## config.mk

```make
export PLATFORM = sky130hd
export DESIGN_NAME = mips_multicycle_controller
export DESIGN_NICKNAME = d
export VERILOG_FILES = /design/src/rtl/mips_multicycle_controller.sv
export SDC_FILE = /design/constraint.sdc
export NUM_CORES = 1
export LEC_CHECK = 0
export BUFFER_PORTS_ARGS = -buffer_cell sky130_fd_sc_hd__buf_4
export CORE_MARGIN = 10
export CORE_UTILIZATION = 39
export DETAILED_ROUTE_END_ITERATION = 6
export PLACE_DENSITY = 0.67
export SLEW_MARGIN = 30
export SYNTH_ARGS = -nofsm -noshare
export SYNTH_HDL_FRONTEND = slang
export SYNTH_SLANG_ARGS = --single-unit
```

## constraint.sdc

```tcl
create_clock -name clk -period 1.85 [get_ports clk]
set_input_delay 0 -clock clk [delete_from_list [all_inputs] [get_ports clk]]
set_output_delay 0 -clock clk [all_outputs]
set_load 0.02 [all_outputs]
```

## src/rtl/mips_multicycle_controller.sv

```systemverilog
// Main control unit of the multicycle MIPS core: Moore sequencer through
// fetch/decode/execute/memory/writeback plus the ALU function decoder.
module mips_multicycle_controller #(
    parameter bit ILLEGAL_TRAP = 1'b0
) (
    input  logic       clk,
    input  logic       rstb,
    input  logic [5:0] opcode,
    input  logic [5:0] funct,
    input  logic       zero,
    output logic       pc_en,
    output logic       iord,
    output logic       mem_write,
    output logic       ir_write,
    output logic       reg_dst,
    output logic       mem_to_reg,
    output logic       reg_write,
    output logic       alu_src_a,
    output logic [1:0] alu_src_b,
    output logic [1:0] pc_src,
    output logic [2:0] alu_control,
    output logic       instr_done,
    output logic       illegal
);

    typedef enum logic [3:0] {
        S_FETCH    = 4'd0,
        S_DECODE   = 4'd1,
        S_MEMADR   = 4'd2,
        S_MEMRD    = 4'd3,
        S_MEMWB    = 4'd4,
        S_MEMWR    = 4'd5,
        S_EXECUTE  = 4'd6,
        S_ALUWB    = 4'd7,
        S_BRANCH   = 4'd8,
        S_ADDIEXEC = 4'd9,
        S_ADDIWB   = 4'd10,
        S_JUMP     = 4'd11,
        S_HALT     = 4'd12
    } state_t;

    typedef enum logic [1:0] {
        ALU_ADD   = 2'b00,
        ALU_SUB   = 2'b01,
        ALU_FUNCT = 2'b10
    } alu_op_t;

    localparam logic [5:0] OP_RTYPE = 6'h00;
    localparam logic [5:0] OP_LW    = 6'h23;
    localparam logic [5:0] OP_SW    = 6'h2B;
    localparam logic [5:0] OP_BEQ   = 6'h04;
    localparam logic [5:0] OP_BNE   = 6'h05;
    localparam logic [5:0] OP_ADDI  = 6'h08;
    localparam logic [5:0] OP_J     = 6'h02;

    localparam logic [5:0] FN_ADD = 6'h20;
    localparam logic [5:0] FN_SUB = 6'h22;
    localparam logic [5:0] FN_AND = 6'h24;
    localparam logic [5:0] FN_OR  = 6'h25;
    localparam logic [5:0] FN_SLT = 6'h2A;

    localparam state_t TRAP_STATE = ILLEGAL_TRAP ? S_HALT : S_FETCH;

    function automatic logic funct_ok(input logic [5:0] f);
        case (f)
            FN_ADD, FN_SUB, FN_AND, FN_OR, FN_SLT: funct_ok = 1'b1;
            default:                               funct_ok = 1'b0;
        endcase
    endfunction

    function automatic logic instr_bad(input logic [5:0] op, input logic [5:0] f);
        case (op)
            OP_LW, OP_SW, OP_BEQ, OP_BNE, OP_ADDI, OP_J: instr_bad = 1'b0;
            OP_RTYPE:                                    instr_bad = !funct_ok(f);
            default:                                     instr_bad = 1'b1;
        endcase
    endfunction

    state_t  state_r;
    state_t  state_next_s;
    state_t  dec_state_s;
    logic    is_bne_r;
    alu_op_t alu_op_s;
    logic    pc_write_s;
    logic    branch_s;
    logic    ir_write_s;
    logic    reg_write_s;
    logic    mem_write_s;
    logic    instr_done_s;
    logic    illegal_s;

    // State register; is_bne is captured once per instruction in DECODE
    always_ff @(posedge clk) begin
        if (!rstb) begin
            state_r  <= S_FETCH;
            is_bne_r <= 1'b0;
        end else begin
            state_r <= state_next_s;
            if (state_r == S_DECODE) begin
                is_bne_r <= (opcode == OP_BNE);
            end
        end
    end

    // Next-state sequencing
    always_comb begin
        state_next_s = S_FETCH;
        case (state_r)
            S_FETCH:  state_next_s = S_DECODE;
            S_DECODE: begin
                case (opcode)
                    OP_LW, OP_SW:   state_next_s = S_MEMADR;
                    OP_ADDI:        state_next_s = S_ADDIEXEC;
                    OP_RTYPE:       state_next_s = funct_ok(funct) ? S_EXECUTE : TRAP_STATE;
                    OP_BEQ, OP_BNE: state_next_s = S_BRANCH;
                    OP_J:           state_next_s = S_JUMP;
                    default:        state_next_s = TRAP_STATE;
                endcase
            end
            S_MEMADR: begin
                if (opcode == OP_SW) begin
                    state_next_s = S_MEMWR;
                end else begin
                    state_next_s = S_MEMRD;
                end
            end
            S_MEMRD:    state_next_s = S_MEMWB;
            S_EXECUTE:  state_next_s = funct_ok(funct) ? S_ALUWB : TRAP_STATE;
            S_ADDIEXEC: state_next_s = S_ADDIWB;
            S_HALT:     state_next_s = S_HALT;
            default:    state_next_s = S_FETCH;
        endcase
    end

    // While in reset the outputs show FETCH with every enable held low
    assign dec_state_s = rstb ? state_r : S_FETCH;

    // Moore decode of the control word
    always_comb begin
        iord         = 1'b0;
        reg_dst      = 1'b0;
        mem_to_reg   = 1'b0;
        alu_src_a    = 1'b0;
        alu_src_b    = 2'b00;
        pc_src       = 2'b00;
        alu_op_s     = ALU_ADD;
        pc_write_s   = 1'b0;
        branch_s     = 1'b0;
        ir_write_s   = 1'b0;
        reg_write_s  = 1'b0;
        mem_write_s  = 1'b0;
        instr_done_s = 1'b0;
        illegal_s    = 1'b0;
        case (dec_state_s)
            S_FETCH: begin
                ir_write_s = 1'b1;
                alu_src_b  = 2'b01;
                pc_write_s = 1'b1;
            end
            S_DECODE: begin
                alu_src_b = 2'b11;
                illegal_s = instr_bad(opcode, funct);
            end
            S_MEMADR: begin
                alu_src_a = 1'b1;
                alu_src_b = 2'b10;
            end
            S_MEMRD: iord = 1'b1;
            S_MEMWB: begin
                mem_to_reg   = 1'b1;
                reg_write_s  = 1'b1;
                instr_done_s = 1'b1;
            end
            S_MEMWR: begin
                iord         = 1'b1;
                mem_write_s  = 1'b1;
                instr_done_s = 1'b1;
            end
            S_EXECUTE: begin
                alu_src_a = 1'b1;
                alu_op_s  = ALU_FUNCT;
                illegal_s = !funct_ok(funct);
            end
            S_ALUWB: begin
                reg_dst      = 1'b1;
                reg_write_s  = 1'b1;
                instr_done_s = 1'b1;
            end
            S_BRANCH: begin
                alu_src_a    = 1'b1;
                alu_op_s     = ALU_SUB;
                branch_s     = 1'b1;
                pc_src       = 2'b01;
                instr_done_s = 1'b1;
            end
            S_ADDIEXEC: begin
                alu_src_a = 1'b1;
                alu_src_b = 2'b10;
            end
            S_ADDIWB: begin
                reg_write_s  = 1'b1;
                instr_done_s = 1'b1;
            end
            S_JUMP: begin
                pc_src       = 2'b10;
                pc_write_s   = 1'b1;
                instr_done_s = 1'b1;
            end
            default: begin
                iord = 1'b0;
            end
        endcase
    end

    // ALU function decode
    always_comb begin
        alu_control = 3'b010;
        case (alu_op_s)
            ALU_ADD: alu_control = 3'b010;
            ALU_SUB: alu_control = 3'b110;
            ALU_FUNCT: begin
                case (funct)
                    FN_ADD:  alu_control = 3'b010;
                    FN_SUB:  alu_control = 3'b110;
                    FN_AND:  alu_control = 3'b000;
                    FN_OR:   alu_control = 3'b001;
                    FN_SLT:  alu_control = 3'b111;
                    default: alu_control = 3'b010;
                endcase
            end
            default: alu_control = 3'b010;
        endcase
    end

    assign pc_en      = rstb & (pc_write_s | (branch_s & (zero ^ is_bne_r)));
    assign ir_write   = rstb & ir_write_s;
    assign reg_write  = rstb & reg_write_s;
    assign mem_write  = rstb & mem_write_s;
    assign instr_done = rstb & instr_done_s;
    assign illegal    = rstb & illegal_s;

endmodule
```

==> results of run 1 <==
[cells by family (layout without fill, tap and decap cells)]
kind of cell / Yosys count / after routing / synth area share
flip-flops: 5 / 5 / 0.130
AO/OA/AOI/OAI: 25 / 25 / 0.233
multiplexers: 1 / 1 / 0.0130
AND/OR/NAND/NOR: 70 / 70 / 0.498
adder cells (fa/ha/maj): 2 / 2 / 0.0324
buffers and inverters: 12 / 46 / 0.0600
XOR/XNOR: 3 / 3 / 0.0340
[per-layer routing]
metal / part of all wire / vias up / global-route usage
li1: - / 508 / -
met1: 0.43 / 436 / 0.130
met2: 0.50 / 38 / 0.229
met3: 0.062 / 6 / 0.0258
met4: 0.013 / 0 / 0.0481
met5: 0 / - / 0
[per-stage QoR]
| step | utilization | total power, mW |
|---|---|---|
| floorplan | - | 0.188 |
| global placement | 0.549 | 0.246 |
| detailed placement | 0.549 | 0.248 |
| CTS | 0.570 | 0.387 |
| global route | 0.581 | 0.407 |
| finish | 0.581 | 0.384 |
[worst max-delay path, cell delays in order (launching register included)]
cell and delay, ns:
dfxtp_1 0.31, nand2b_4 0.15, or3_4 0.39, ha_4 0.25, a211o_1 0.26, buf_4 0.16
[worst max path at each step]
| stage | endpoint | slack [ns] |
|---|---|---|
| floorplan | alu_control[2] | 0.07 |
| global placement | alu_control[1] | 0.28 |
| detailed placement | alu_control[1] | 0.26 |
| CTS | alu_control[1] | 0.04 |
| global route | alu_src_b[1] | 0.01 |
| finish | alu_control[1] | 0.1 |
[cell usage in the layout, fill, tap and decap left out, types with 2 or more instances in the layout]
master     n
xnor2_1    3
buf_4     37
nor2b_1    6
inv_1      4
nor3_1     8
nor2_1    13
a21oi_1    3
a211oi_1   2
nand2_1   12
clkbuf_4   3
nor3b_1    4
a31oi_1    3
nand3_1    2
nand2b_1   3
nand4_1    5
and2_1     3
or3_4      3
dfxtp_1    4
o21ai_0    3
o31ai_1    2
and3_1     2
nor4_1     2
[flip-flops by register name (all words and copies together), names as in the netlist]
signal    cells
is_bne_r      1
state_r       4
[layout make-up]
cell class / instances / area [µm²]
fill: 192 / 806
sequential: 5 / 104
multi-input combinational: 101 / 656
tap: 27 / 33.8
inverter: 5 / 18.8
timing repair buffer: 37 / 278
clock buffer: 4 / 26.3
[power by group through the flow]
stage | clock (mW) | sequential (mW) | combinational [mW]
2_1_floorplan | 0 | 0.115 | 0.0726
3_3_place_gp | 0 | 0.114 | 0.131
3_5_place_dp | 0 | 0.115 | 0.134
4_1_cts | 0.137 | 0.113 | 0.137
5_1_grt | 0.145 | 0.112 | 0.150
6_report | 0.133 | 0.112 | 0.139
[repair_timing]
item                       in CTS  in global routing
buffers inserted                0                  0
gates resized for setup         4                  4
setup endpoints to repair       1                  2
==> impl_metrics.yaml, run 1 <==
route:
  via_per_inst: 5.52
  drc: 0
  drt_first_pass_iters: 4
  drt_iter0_drc: 40
  ant_nets: 0
  wl_um: 2640
  vias: 988
  routedWlPerCell_um: 14.7
timing:
  tns_ns: 0
  rsz0062_at_grt: "false"
  final-max-slew-violation-count: 0
  post-route-period-util: 0.948
  fin_crit_ns: 1.75
  fin_ws_ns: 0.0958
  holdWs_ns: 0.0675
  finalHoldViolCount: 0
  worst_slew_pin_slew_ns: 0.495
  fmax_mhz: 570
  fin_skew_ns: 0.000960
  setup_violations: 0
  slew_headroom: 0.669
power_and_ir_drop:
  clockPowerShare: 0.348
  combPwrFrac: 0.362
  leakagePower_nw: 0.468
  p_seq_frac: 0.291
  swShare: 0.337
  vdd_drop_max_v: 0.000316
  p_sw_mw: 0.129
  p_int_mw: 0.255
  power.density_mw_per_mm2: 344
yosys:
  ys_warn_count: 0
  synth-seq-cells: 5
  post-synth-top-area-fraction: 0.130
  async_flop_share: 0
  synth_edf_count: 0
  synthFlopType: "dfxtp_1"
  synth_area_leaders: "dfxtp_1 13%, nor2_1 6.3%, nand2_1 5.8%, nor2b_1 5.7%, nor3_1 5.2%"
  synth_common_cells: "13 x nor2_1, 12 x nand2_1, 8 x nor3_1"
  syn_area_um2: 772
  synth_top_area_cell: "dfxtp_1"
  post_synth.cell_area_avg_um2: 6.54
  ys_types: 41
  yosysMostFrequentCell: "nor2_1"
  postSynthCellCount: 118
  seq_area_frac_synth: 0.130
  synthesis.nets: 135
floorplan:
  row_count: 16
  dieArea_mm2: 0.00416
  ioPinCount: 32
  dieWidth_um: 64.5
  die_h_um: 64.5
  start_util: 0.402
  coreArea_mm2: 0.00192
clock_tree:
  clk_latency_ns: 0.25
  cts_inserted_buffers: 3
  clkSinkCount: 5
  ctsHoldBuffers: 0
  root_buffer: "clkbuf_4"
  clockBufferDepth: 2
  cts_tree: "built"
  path_clk_slew_ns: 0.05
  cts-htree-levels: 1
critical_path:
  worst-r2r-cell-count: 5
  cp-end-kind: "output port"
  rrSetupSlack_ns: 0.36
  cp.required_ns: 1.85
  r2r_start: "state_r[1]"
  worst-path-max-fanout: 4
  critPathLaunch: "state_r[0]"
  crit_path_start_kind: "flip-flop"
  cp_data_arrival_time_ns: 1.75
  crit_type: "flip-flop to output port"
  regToRegEndpoint: "state_r[1]"
place:
  post-place-cells: 175
  dp_slack_ns: 0.260
  place_area_mm2: 0.00106
  place_congestion: 0.860
  dp_hpwl_um: 2070
  io_buffer_count: 31
layout:
  diodes: 0
  post-route-cell-area_mm2: 0.00112
  layout.nets: 170
  syn_to_final_growth_pct: 44.6
  layout-drive-gt1-share: 0.336
  finalNonFillerCells: 179
hold_path:
  holdPathStages: 3
  hold_class: "input pin to flip-flop"
  min_to: "is_bne_r"
  hold_path.startpoint: "opcode[0]"
grt:
  grt_pass1_vias: 1017
  grt_use_total: 0.123
  grt_pass1_wl_um: 4370
  overflow: 0
  grt_max_degree: 15
  antenna_found_initial: 0
job:
  maxCapViolCount: 0
outcome:
  status: "finished, final reports clean"
(Power assumes the default switching activity.)
==> run 2, diff against run 1 <==
--- a/config.mk
+++ b/config.mk
@@ -6,7 +6,6 @@
 export NUM_CORES = 1
 export LEC_CHECK = 0
 export BUFFER_PORTS_ARGS = -buffer_cell sky130_fd_sc_hd__buf_4
-export CORE_MARGIN = 10
 export CORE_UTILIZATION = 39
 export DETAILED_ROUTE_END_ITERATION = 6
 export PLACE_DENSITY = 0.67
==> impl_metrics.yaml, run 2 (synthesis gave the netlist of run 1 again) <==
clock_tree:
  path_clk_slew_ns: 0.04
  clkSinkCount: 5
  post-cts-setup-buffers: 0
  root_buffer: "clkbuf_4"
  clockBufferDepth: 2
  clk_latency_ns: 0.24
  cts-htree-levels: 1
  cts_tree: "built"
  cts_inserted_buffers: 3
critical_path:
  cp-end-kind: "output port"
  cp.required_ns: 1.85
  crit_type: "flip-flop to output port"
  cp_data_arrival_time_ns: 1.75
  worst-path-max-fanout: 8
  crit_path_start_kind: "flip-flop"
place:
  dp_slack_ns: 0.219
  post-place-cells: 173
  io_buffer_count: 31
  place_congestion: 0.882
  dp_hpwl_um: 1750
  place_area_mm2: 0.00105
route:
  wl_um: 2290
  drt_first_pass_iters: 4
  routedWlPerCell_um: 12.9
  vias: 988
  ant_nets: 0
  via_per_inst: 5.58
  drt_iter0_drc: 35
  drc: 0
grt:
  overflow: 0
  antenna_found_initial: 0
  grt_max_degree: 15
  grt_pass1_vias: 811
  grt_pass1_wl_um: 3500
  grt_use_total: 0.228
timing:
  final-max-slew-violation-count: 0
  fin_crit_ns: 1.75
  rsz0062_at_grt: "false"
  finalHoldViolCount: 0
  holdWs_ns: 0.0749
  fin_skew_ns: 0.00276
  fmax_mhz: 570
  setup_violations: 0
  fin_ws_ns: 0.0957
  tns_ns: 0
  post-route-period-util: 0.948
  slew_headroom: 0.680
  worst_slew_pin_slew_ns: 0.478
floorplan:
  start_util: 0.433
  row_count: 15
  die_h_um: 46.5
  coreArea_mm2: 0.00178
  ioPinCount: 32
  dieArea_mm2: 0.00216
  dieWidth_um: 46.5
layout:
  nFillCells: 176
  final_cell_mix: "37 x buf_4, 13 x nor2_1, 11 x nand2_1"
  top_regs: "state_r (4), is_bne_r (1)"
  layout.nets: 170
  largest_register_ffs: 4
  finalNonFillerCells: 177
  post-route-cell-area_mm2: 0.00111
  diodes: 0
  syn_to_final_growth_pct: 44.4
  largest-register: "state_r"
  final_common_cell: "buf_4"
  layout-drive-gt1-share: 0.349
  fin_util: 0.625
power_and_ir_drop:
  power.density_mw_per_mm2: 334
  total_power_mw: 0.372
  vdd_drop_max_v: 0.000184
  leakagePower_nw: 0.468
hold_path:
  hold_class: "input pin to flip-flop"
job:
  maxCapViolCount: 0
outcome:
  status: "finished, final reports clean"
==> run 2: cell counts in the layout (fill, tap and decap cells not counted) <==
No cell type changed its count.
==> run 2: cell type report <==
cell class | count | area [µm²] | area share
multi-input cells | 101 | 656 | 0.588
repair buffers | 37 | 278 | 0.249
flip-flops and latches | 5 | 105 | 0.0943
well taps | 25 | 31.3 | 0.0281
clock buffers | 4 | 26.3 | 0.0236
inverters | 5 | 18.8 | 0.0168
==> run 2: critical path, stage by stage (launching register included) <==
cell and delay, ns:
dfxtp_2 0.35, inv_2 0.09, nand3_1 0.11, or2_4 0.26, inv_1 0.09, ha_4 0.20, a211o_1 0.26, buf_4 0.15
==> run 2: repair_timing <==
item                                    4_1_cts  5_1_grt
cloned                                        0        0
hold buffers                                  0        0
gates resized for setup                       3        7
endpoints found under the setup margin        1        1
hold endpoints to repair                      0        0
==> run 2: final timing paths <==
| path | slack [ns] | cells after the start | start | endpoint |
|---|---|---|---|---|
| max | 0.1 | 7 | state_r[3] | alu_control[1] |
| max reg2reg | 0.41 | 5 | state_r[1] | state_r[1] |
| min | 0.07 | 3 | opcode[0] | is_bne_r |
| min reg2reg | 0.46 | 2 | is_bne_r | is_bne_r |
==> run 2: report_power, final <==
| group | internal [mW] | switching (mW) |
|---|---|---|
| Combinational | 0.0625 | 0.0732 |
| Clock | 0.0814 | 0.0433 |
| Sequential | 0.110 | 0.00217 |
==> run 2: layer usage <==
metal  track usage  up-vias  wire, µm
li1              -      504         -
met1         0.297      442      1040
met2         0.381       40      1140
met3        0.0275        2       102
met4        0.0765        0        10
met5             0        -         0
